File: src/rtl/sipo_rx.sv
`default_nettype none
// ============================================================================
// Module   : sipo_rx
// Purpose  : Serial-in, parallel-out receiver. Assembles LSB-first bits into
//            bytes and queues completed bytes in a DEPTH-entry FIFO with a
//            valid/ready output handshake and a sticky overrun flag.
// Revision : 1.0 - initial release
// ============================================================================
module sipo_rx #(
  parameter int DEPTH = 4
) (
  input  logic                     sclk_i,
  input  logic                     rst_i,
  input  logic                     data_i,
  input  logic                     valid_i,
  output logic                     ready_o,
  input  logic                     flush_i,
  output logic [7:0]               data_o,
  output logic                     valid_o,
  input  logic                     ready_i,
  output logic [$clog2(DEPTH):0]   level_o,
  output logic                     overrun_o
);

  localparam int                c_AW       = $clog2(DEPTH);
  localparam logic [c_AW:0]     c_FULL     = (c_AW+1)'(DEPTH);
  localparam logic [c_AW:0]     c_LVL_ONE  = (c_AW+1)'(1);
  localparam logic [c_AW-1:0]   c_PTR_ONE  = c_AW'(1);
  localparam logic [2:0]        c_LAST_BIT = 3'd7;

  logic [2:0]      r_bitcnt;
  logic [7:0]      r_shift;
  logic [7:0]      r_mem [DEPTH];
  logic [c_AW-1:0] r_wptr;
  logic [c_AW-1:0] r_rptr;
  logic [c_AW:0]   r_level;
  logic            r_overrun;

  logic            w_valid;
  logic            w_pop;
  logic            w_full;
  logic            w_ready;
  logic            w_accept;
  logic            w_push;

  // Handshake decode: a stall only occurs when the byte about to complete has
  // nowhere to go, i.e. last bit pending, FIFO full and no pop freeing a slot.
  // Reset forces ready high so the port reads as an empty buffer.
  always_comb begin
    w_valid  = (r_level != '0);
    w_pop    = w_valid & ready_i;
    w_full   = (r_level == c_FULL);
    w_ready  = rst_i | ~((r_bitcnt == c_LAST_BIT) & w_full & ~w_pop);
    w_accept = valid_i & w_ready & ~flush_i;
    w_push   = w_accept & (r_bitcnt == c_LAST_BIT);
  end

  assign ready_o   = w_ready;
  assign valid_o   = w_valid;
  assign level_o   = r_level;
  assign overrun_o = r_overrun;
  // Masked so the output reads zero whenever nothing is buffered, without
  // needing to clear the storage array.
  assign data_o    = w_valid ? r_mem[r_rptr] : 8'h00;

  // Bit assembly: accepted bit k lands in shift position k; flush discards
  // the partial byte without touching buffered bytes.
  always_ff @(posedge sclk_i) begin
    if (rst_i) begin
      r_bitcnt <= '0;
      r_shift  <= '0;
    end else if (flush_i) begin
      r_bitcnt <= '0;
      r_shift  <= '0;
    end else if (w_accept) begin
      r_shift[r_bitcnt] <= data_i;
      r_bitcnt          <= r_bitcnt + 3'd1;
    end
  end

  // Byte storage: the completed byte is the 7 held bits plus the bit arriving
  // on this edge, written straight into the tail slot.
  always_ff @(posedge sclk_i) begin
    if (w_push) begin
      r_mem[r_wptr] <= {data_i, r_shift[6:0]};
    end
  end

  // FIFO pointers and occupancy; simultaneous push and pop keeps the level.
  always_ff @(posedge sclk_i) begin
    if (rst_i) begin
      r_wptr  <= '0;
      r_rptr  <= '0;
      r_level <= '0;
    end else begin
      if (w_push) begin
        r_wptr <= r_wptr + c_PTR_ONE;
      end
      if (w_pop) begin
        r_rptr <= r_rptr + c_PTR_ONE;
      end
      case ({w_push, w_pop})
        2'b10:   r_level <= r_level + c_LVL_ONE;
        2'b01:   r_level <= r_level - c_LVL_ONE;
        default: r_level <= r_level;
      endcase
    end
  end

  // Sticky overrun: a real bit (not one being flushed) offered while stalled.
  always_ff @(posedge sclk_i) begin
    if (rst_i) begin
      r_overrun <= 1'b0;
    end else if (valid_i & ~w_ready & ~flush_i) begin
      r_overrun <= 1'b1;
    end
  end

endmodule
`default_nettype wire

File: config.mk
export PLATFORM = sky130hd
export DESIGN_NAME = sipo_rx
export DESIGN_NICKNAME = d
export VERILOG_FILES = /design/src/rtl/sipo_rx.sv
export SDC_FILE = /design/constraint.sdc
export NUM_CORES = 1
export LEC_CHECK = 0
export ABC_AREA = 0
export CORE_MARGIN = 1.5
export CORE_UTILIZATION = 55
export CTS_CLUSTER_DIAMETER = 80
export DETAILED_ROUTE_END_ITERATION = 8
export PLACE_DENSITY = 0.84
export SKIP_CTS_REPAIR_TIMING = 1
export SLEW_MARGIN = 20
export SYNTH_ARGS = -nofsm -noshare
export SYNTH_HDL_FRONTEND = slang
export SYNTH_SLANG_ARGS = --single-unit
File: constraint.sdc
create_clock -name sclk_i -period 4.8 [get_ports sclk_i]
set_input_delay 0.96 -clock sclk_i [delete_from_list [all_inputs] [get_ports sclk_i]]
set_output_delay 0.96 -clock sclk_i [all_outputs]
set_load 0.1 [all_outputs]
==> flow_metrics.py, run 1 <==
metrics = {
    "outcome": {
        "status": "complete, no violations",
    },
    "pwr": {
        "switching_share_pct": 18.4,
        "seqPwrFrac_pct": 60.9,
        "powerDensity_mw_per_mm2": 307,
        "leakagePower_nw": 0.840,
        "p_int_w": 0.000629,
        "ir_worst_vdd_uv": 237,
        "power_frac_clock_pct": 37.2,
        "p_total_w": 0.000772,
        "switchingPower_w": 0.000142,
        "combPwrFrac_pct": 1.9,
    },
    "placement": {
        "numPortBuffers": 19,
        "globalplace.congestion": 0.767,
        "hpwl_mm": 2.49,
        "dp_cells": 219,
    },
    "global_route": {
        "grt_max_degree": 17,
        "track_usage_pct": 19.4,
        "overflow": 0,
        "grt_pass1_vias": 1261,
        "antenna_found_initial": 0,
        "grt_pass1_wl_mm": 6.10,
    },
    "worst_setup_path": {
        "crit_path_start_kind": "register",
        "required_ns": 3.84,
        "path_class": "register to output port",
        "cp_max_fo": 8,
        "cp_data_arrival_time_ns": 2.70,
        "reg2reg_from": "r_bitcnt[1]$_SDFFE_PP0P_",
        "end_kind": "output port",
    },
    "detailed_routing": {
        "wl_met3_um": 115,
        "drt_pre_antenna_iters": 4,
        "drt_wl_total_mm": 3.59,
        "top_layer": "met4",
        "vias_per_cell": 5.42,
        "initialDrtViolationCount": 53,
        "dr_wl_met2_mm": 1.88,
        "wl_met1_mm": 1.57,
        "drtAntennaViolNets": 0,
        "drc": 0,
        "vias": 1231,
        "wl_per_cell_um": 15.8,
    },
    "synth": {
        "seq_area_frac_synth_pct": 62.6,
        "syn-instance-count": 157,
        "syn_nets": 171,
        "syn_avg_cell_area_um2": 13.9,
        "synth.distinct_cells": 27,
        "syn_area_mm2": 0.00217,
        "ys_seq_elements": 52,
        "ys_warn_count": 0,
    },
    "clock_network": {
        "clock_latency_ns": 0.30,
        "cts_tree": "yes",
        "cts_root_buf": "clkbuf_8",
        "cts_buffers": 5,
        "path_clk_slew_ns": 0.09,
        "clock-sinks": 52,
        "clockBufferDepth": 2,
        "htreeDepth": 2,
    },
    "hold_path": {
        "hold_path.startpoint": "r_shift[2]$_SDFFE_PP0P_",
        "min_path_type": "register to register",
    },
    "timing": {
        "relSlewSlack_pct": 34.8,
        "clock.fmax_mhz": 273,
        "fin_tns_setup_ns": 0,
        "finalCritPeriodShare_pct": 76.2,
        "final_hold_viol_count": 0,
        "fin_crit_ns": 3.66,
        "holdWs_ns": 0.519,
        "finalMaxSlewViolations": 0,
        "rsz0062_at_grt": "no",
        "tightest_slew_ns": 0.975,
        "setup_violations": 0,
        "fin_skew_ns": 0.00941,
    },
    "cells_and_area": {
        "layout_common_cells": "32 x edfxtp_1, 20 x dfxtp_1, 18 x clkdlybuf4s50_1",
        "drive_above_1_share_pct": 11.7,
        "nFillCells": 269,
        "fin_nets": 192,
        "finalNonFillerCells": 227,
        "antenna_cells": 0,
        "area_growth_syn_to_layout_pct": 15.6,
        "layout_commonest_cell": "edfxtp_1",
    },
    "floorplan": {
        "die_h_um": 65.9,
        "die_x_um": 65.9,
        "num_io_pins": 20,
        "core_area_mm2": 0.00372,
        "start_util_pct": 58.5,
        "rows": 22,
        "die_area_mm2": 0.00434,
    },
    "job": {
        "drv_cap": 0,
    },
}
==> worst paths after layout <==
check                            end  slack (ns)  depth (start not counted)
max reg2reg  level_o[2]$_SDFFE_PP0P_        2.20                         11
max                        data_o[3]        1.14                          3
min          r_shift[2]$_SDFFE_PP0P_        0.52                          2
min reg2reg  r_shift[2]$_SDFFE_PP0P_        0.52                          2
==> logic make-up after synthesis <==
group                    count (synthesis)  share of synthesized area (%)
AO/OA/AOI/OAI                           10                           3.51
XOR/XNOR                                 6                           2.42
adder cells (fa/ha/maj)                  8                           4.95
buffers and inverters                   12                           2.13
flip-flops                              52                           62.6
multiplexers                            16                           12.0
AND/OR/NAND/NOR                         53                           12.4
==> cell usage after synthesis <==
cell | number | area [µm²]
a21boi_0 | 1 | 7.51
buf_2 | 1 | 5.00
a21oi_2 | 1 | 8.76
fa_1 | 1 | 20.0
inv_1 | 7 | 26.3
xnor2_1 | 3 | 26.3
and4bb_4 | 1 | 16.3
nor3b_1 | 2 | 15.0
nand2b_1 | 1 | 6.26
mux2i_1 | 8 | 80.1
a211oi_4 | 1 | 20.0
edfxtp_1 | 32 | 961
a21oi_1 | 3 | 15.0
xor2_1 | 3 | 26.3
nand3_1 | 3 | 15.0
nand4b_1 | 1 | 8.76
ha_1 | 7 | 87.6
o21ai_0 | 3 | 15.0
and2_1 | 13 | 81.3
clkbuf_1 | 4 | 15.0
dfxtp_1 | 20 | 400
nand2_1 | 17 | 63.8
mux4_2 | 8 | 180
nor2_1 | 11 | 41.3
nor3_1 | 2 | 10.0
o21ba_2 | 1 | 10.0
or3_1 | 2 | 12.5
==> power groups by stage <==
stage	Clock [W]	Combinational (W)	Sequential, W
after CTS	0.000293	0.0000143	0.000470
final	0.000287	0.0000144	0.000470
after detailed placement	0	0.0000143	0.000480
after floorplan	0	0.00000756	0.000480
after global routing	0.000311	0.0000159	0.000470
after global placement	0	0.0000137	0.000480
==> registers in the layout (all words and copies together) (netlist names), named ones only <==
| name | count |
|---|---|
| level_o | 3 |
| r_mem | 32 |
| overrun_o | 1 |
| r_bitcnt | 3 |
| r_wptr | 2 |
| r_rptr | 2 |
| r_shift | 7 |
==> routing by layer <==
layer / global-route usage (%) / up-vias
met3: 4.77 / 3
li1: - / 596
met4: 4.69 / 0
met5: 0 / -
met2: 34.0 / 23
met1: 24.1 / 609
==> cell type report <==
type                            instances  area [µm²]  area share (%)
Clock buffer                            5        68.8            2.74
Clock inverter                          3        42.5            1.69
Timing Repair Buffer                   19         188            7.47
Tap cell                               48        60.1            2.39
Sequential cell                        52        1360            54.2
Multi-Input combinational cell         93         767            30.5
Inverter                                7        26.3            1.05
==> worst max-delay path, cell delays in order, from the launching register on <==
cell	delay [ns]
dfxtp_1	0.70
mux4_2	0.57
and2_1	0.17
clkdlybuf4s50_1	0.96
==> metrics by stage <==
step	area, µm²	utilization (%)	setup WS [ns]
after global routing	2510	67.6	0.988
after global placement	2400	64.6	1.34
after floorplan	2170	-	0.773
after detailed placement	2400	64.6	1.19
final	2510	67.6	1.14
after CTS	2510	67.6	1.08
Power figures use the tool's default switching activity.
==> run 2: changes to the inputs <==
- clock period: 4.8 -> 3.59 ns (I/O delays scaled with it)
==> run 2 against run 1 <==
Against the previous run:
- total power increased by 34%
- critical path depth increased by 7
- clock power increased by 33%
- routed wire length decreased by 4.2%
- global-route usage decreased by 0.88 points
- final area decreased by 0.25%
- clock skew decreased by 0.0040 ns
- largest power group unchanged
==> flow_metrics.py, run 2 (same netlist as run 1, synthesis figures left out) <==
metrics = {
    "outcome": {
        "status": "complete, no violations",
    },
    "placement": {
        "placed_cell_area_mm2": 0.00240,
        "numPortBuffers": 19,
        "hpwl_mm": 2.47,
        "globalplace.congestion": 0.723,
    },
    "detailed_routing": {
        "initialDrtViolationCount": 53,
        "drc": 0,
        "drt_wl_total_mm": 3.44,
        "drt_pre_antenna_iters": 4,
        "vias": 1247,
        "vias_per_cell": 5.47,
        "wl_per_cell_um": 15.1,
        "drtAntennaViolNets": 0,
    },
    "worst_setup_path": {
        "crit_path_start_kind": "primary input",
        "end_kind": "register",
        "r2r_end": "level_o[2]$_SDFFE_PP0P_",
        "crit_chain": "clkdlybuf4s50_1 > and4bb_4 > a211oi_4 > inv_1 > ha_1 > inv_1 > fa_1 > xor2_1 > or3_1 > a21oi_1",
        "path_class": "primary input to register",
        "cp_data_arrival_time_ns": 2.95,
        "reg2reg_depth": 11,
        "reg2reg_from": "r_bitcnt[1]$_SDFFE_PP0P_",
        "reg2reg_slack_ns": 1.03,
        "cpMaxStageDelayCell": "clkdlybuf4s50_1",
        "crit_start": "ready_i",
        "required_ns": 3.83,
        "path_common_cell": "inv_1",
        "cp_slowest_stage_delay_ns": 0.44,
        "cp_max_fo": 7,
    },
    "floorplan": {
        "die_h_um": 65.9,
        "core_area_mm2": 0.00372,
        "rows": 22,
        "num_io_pins": 20,
        "die_area_mm2": 0.00434,
        "start_util_pct": 58.5,
        "die_x_um": 65.9,
    },
    "timing": {
        "fin_crit_ns": 2.72,
        "fin_skew_ns": 0.00540,
        "setup_violations": 0,
        "final_hold_viol_count": 0,
        "finalMaxSlewViolations": 0,
        "tightest_slew_ns": 0.971,
        "clock.fmax_mhz": 368,
        "fin_tns_setup_ns": 0,
        "finalCritPeriodShare_pct": 75.7,
        "rsz0062_at_grt": "no",
        "relSlewSlack_pct": 35.1,
    },
    "clock_network": {
        "cts_tree": "yes",
        "clock-sinks": 52,
        "htreeDepth": 2,
        "cts_root_buf": "clkbuf_8",
        "cts_buffers": 5,
        "clock_latency_ns": 0.30,
        "clockBufferDepth": 2,
        "path_clk_slew_ns": 0.09,
    },
    "cells_and_area": {
        "top_regs": "r_mem x32, r_shift x7",
        "postLayoutCellArea_mm2": 0.00251,
        "drive_above_1_share_pct": 16.7,
        "largest_reg_flops": 32,
        "fin_nets": 193,
        "top_register": "r_mem",
        "layout_common_cells": "32 x edfxtp_1, 20 x dfxtp_1, 17 x nand2_1",
        "area_growth_syn_to_layout_pct": 15.3,
        "nFillCells": 268,
        "antenna_cells": 0,
        "layout_commonest_cell": "edfxtp_1",
    },
    "global_route": {
        "grt_max_degree": 16,
        "grt_pass1_vias": 1250,
        "antenna_found_initial": 0,
        "track_usage_pct": 18.5,
        "overflow": 0,
        "grt_pass1_wl_mm": 5.85,
    },
    "pwr": {
        "leakagePower_nw": 0.871,
        "powerDensity_mw_per_mm2": 411,
        "ir_worst_vdd_uv": 289,
    },
    "hold_path": {
        "min_path_type": "register to register",
        "whs_path_depth": 0,
        "hold_path.startpoint": "r_shift[5]$_SDFFE_PP0P_",
        "holdPathEnd": "r_mem[3][5]$_DFFE_PP_",
    },
    "job": {
        "drv_cap": 0,
    },
}
run 2: changes by cell type in the layout (fill, tap and decap cells not counted):
cell             before  now
buf_12                0    1
clkinvlp_4            1    0
clkdlybuf4s50_1      18    9
buf_4                 1   10
clkbuf_1              0    1
run 2: per-layer routing:
layer  share of wire [%]  vias up  track usage (%)  routed length (µm)
met1                  42      610             22.4                1450
li1                    -      597                -                   -
met2                  50       33             31.7                1740
met5                   0        -                0                   0
met3                 5.3        7             5.11                 181
met4                 2.0        0             6.51                  70
run 2: metrics by stage:
step / worst slack [ns] / util [%] / hold slack, ns / total power [W] / cells
2_1_floorplan: 0.311 / - / 0.460 / 0.000652 / 157
3_3_place_gp: 0.656 / 64.6 / 0.474 / 0.000661 / 220
3_5_place_dp: 0.524 / 64.6 / 0.505 / 0.000662 / 220
4_1_cts: 0.865 / 67.5 / 0.521 / 0.00104 / 228
5_1_grt: 0.744 / 67.5 / 0.538 / 0.00106 / 228
6_report: 0.873 / 67.5 / 0.524 / 0.00103 / 228
run 2: report_power, final:
| group | switching [W] | internal (W) |
|---|---|---|
| sequential | 0.00000104 | 0.000627 |
| clock | 0.000176 | 0.000207 |
| combinational | 0.0000108 | 0.00000884 |
| total | 0.000188 | 0.000843 |
run 2: cell type report:
class                      instances  area (µm²)  area share [%]
clock buffer                       6        72.6            2.89
clock inverter                     2        35.0            1.40
inverter                           7        26.3            1.05
multi-input combinational         93         767            30.6
sequential                        52        1360            54.3
tap                               48        60.1            2.40
timing repair buffer              20         185            7.39
run 2: worst max-delay path, delay by kind of cell:
family,cells,cell delay (ns)
and+or+nand+nor,2,0.68
adders and majority gates,2,0.54
AOI/OAI and AO/OA,2,0.25
xor gates and xnor gates,1,0.16
buffers and inverters,3,0.59
run 2: how the worst max path moves through the flow:
| stage | end | slack (ns) | depth (start not counted) |
|---|---|---|---|
| 2_1_floorplan | data_o[0] | 0.31 | 3 |
| 3_3_place_gp | level_o[2]$_SDFFE_PP0P_ | 0.66 | 10 |
| 3_5_place_dp | level_o[2]$_SDFFE_PP0P_ | 0.52 | 10 |
| 4_1_cts | level_o[2]$_SDFFE_PP0P_ | 0.87 | 10 |
| 5_1_grt | level_o[2]$_SDFFE_PP0P_ | 0.74 | 10 |
| 6_report | level_o[2]$_SDFFE_PP0P_ | 0.87 | 10 |
==> run 3: changes to the inputs <==
- clock period: 3.59 -> 2.67 ns (I/O delays scaled with it)
==> run 3 against run 2 <==
Against the previous run:
- global-route usage increased by 2.0 points
- non-clock buffer count increased by 6
- final area increased by 5.2%
- critical path type is now register to register
- critical endpoint unchanged
==> flow_metrics.py, run 3 (same netlist as run 1, synthesis figures left out) <==
metrics = {
    "timing": {
        "holdWs_ns": 0.517,
        "final_hold_viol_count": 0,
        "setup_violations": 0,
        "setup_ws_ns": 0.176,
        "fin_tns_setup_ns": 0,
        "fin_skew_ns": 0.00778,
        "clock.fmax_mhz": 401,
        "tightest_slew_ns": 0.547,
        "fin_crit_ns": 2.49,
        "relSlewSlack_pct": 63.5,
        "finalMaxSlewViolations": 0,
        "finalCritPeriodShare_pct": 93.4,
        "rsz0062_at_grt": "no",
    },
    "worst_setup_path": {
        "cp_max_fo": 6,
        "path_class": "register to register",
        "crit_end": "level_o[2]$_SDFFE_PP0P_",
        "end_kind": "register",
        "cp_data_arrival_time_ns": 2.73,
        "reg2reg_slack_ns": 0.18,
        "reg2reg_depth": 11,
        "crit_start": "r_bitcnt[1]$_SDFFE_PP0P_",
        "r2r_end": "level_o[2]$_SDFFE_PP0P_",
        "reg2reg_from": "r_bitcnt[1]$_SDFFE_PP0P_",
        "required_ns": 2.91,
        "crit_path_start_kind": "register",
    },
    "detailed_routing": {
        "wl_per_cell_um": 15.9,
        "vias": 1271,
        "drt_pre_antenna_iters": 4,
        "drc": 0,
        "initialDrtViolationCount": 56,
        "drt_wl_total_mm": 3.72,
        "vias_per_cell": 5.43,
        "drtAntennaViolNets": 0,
    },
    "placement": {
        "numPortBuffers": 19,
        "dp_worst_setup_slack_ns": -0.115,
        "globalplace.congestion": 0.776,
        "hpwl_mm": 2.72,
    },
    "floorplan": {
        "start_util_pct": 58.5,
        "die_x_um": 65.9,
        "rows": 22,
        "die_area_mm2": 0.00434,
        "num_io_pins": 20,
        "die_h_um": 65.9,
        "core_area_mm2": 0.00372,
    },
    "clock_network": {
        "cts_root_buf": "clkbuf_8",
        "clock_latency_ns": 0.31,
        "path_clk_slew_ns": 0.09,
        "clock-sinks": 52,
        "cts_buffers": 5,
        "htreeDepth": 2,
        "cts_tree": "yes",
        "clockBufferDepth": 2,
    },
    "pwr": {
        "powerDensity_mw_per_mm2": 498,
        "leakagePower_nw": 0.925,
        "p_total_w": 0.00131,
        "ir_worst_vdd_uv": 317,
    },
    "cells_and_area": {
        "top_regs": "r_mem x32, r_shift x7",
        "layout_commonest_cell": "edfxtp_1",
        "top_register": "r_mem",
        "antenna_cells": 0,
        "drive_above_1_share_pct": 27.4,
        "area_growth_syn_to_layout_pct": 21.3,
        "layout_common_cells": "32 x edfxtp_1, 17 x nand2_1, 17 x dfxtp_1",
        "fin_nets": 199,
        "largest_reg_flops": 32,
    },
    "global_route": {
        "grt.busiest_layer": "met2",
        "met1_usage_pct": 21.9,
        "overflow": 0,
        "grt_pass1_wl_mm": 6.35,
        "grt_pass1_vias": 1339,
        "globalRouteMet2Util_pct": 39.5,
        "antenna_found_initial": 0,
        "grt_util_met3_pct": 5.11,
        "grt_max_degree": 17,
        "track_usage_pct": 20.5,
    },
    "hold_path": {
        "hold_path.startpoint": "r_shift[2]$_SDFFE_PP0P_",
        "min_path_type": "register to register",
    },
    "outcome": {
        "status": "complete, no violations",
    },
    "job": {
        "drv_cap": 0,
    },
}
[run 3: worst min path at each step]
| stage | to | slack [ns] | cells after the start |
|---|---|---|---|
| 3_5_place_dp | r_mem[1][6]$_DFFE_PP_ | 0.50 | 0 |
| 5_1_grt | r_mem[1][3]$_DFFE_PP_ | 0.51 | 0 |
| 2_1_floorplan | r_mem[0][0]$_DFFE_PP_ | 0.46 | 0 |
| 3_3_place_gp | r_mem[2][0]$_DFFE_PP_ | 0.47 | 0 |
| 4_1_cts | r_mem[0][2]$_DFFE_PP_ | 0.52 | 0 |
| 6_report | r_mem[1][2]$_DFFE_PP_ | 0.52 | 0 |
[run 3: final cells by class]
cell class	count	area, µm²
flip-flops and latches	52	1370
fillers	236	1080
multi-input cells	93	777
repair buffers	26	320
clock buffers	6	72.6
well taps	48	60.1
inverters	7	26.3
clock inverters	2	16.3
[run 3: critical path, stage by stage (launching register included)]
cell      delay (ns)
dfxtp_1         0.42
ha_1            0.18
ha_1            0.19
and4bb_4        0.27
a211oi_4        0.07
inv_1           0.08
ha_1            0.15
inv_1           0.05
fa_1            0.37
xor2_1          0.17
or3_1           0.33
a21oi_1         0.16
[run 3: metal layers]
metal	vias to the layer above	part of all wire [%]
met5	-	0
met4	0	1.0
met3	4	3.5
met2	22	56
met1	633	39
li1	612	-
[run 3: report_power, final]
group / switching [W] / leakage, nW / internal (W) / total (W)
sequential: 0.00000134 / 0.432 / 0.000844 / 0.000845
combinational: 0.0000153 / 0.452 / 0.0000146 / 0.0000299
clock: 0.000252 / 0.0414 / 0.000187 / 0.000439
[run 3: metrics by stage]
stage          instances  util, %  cell area (µm²)
6_report             234     71.0             2640
5_1_grt              234     71.0             2640
4_1_cts              234     71.0             2640
3_5_place_dp         226     68.6             2550
3_3_place_gp         226     68.6             2550
2_1_floorplan        157        -             2190
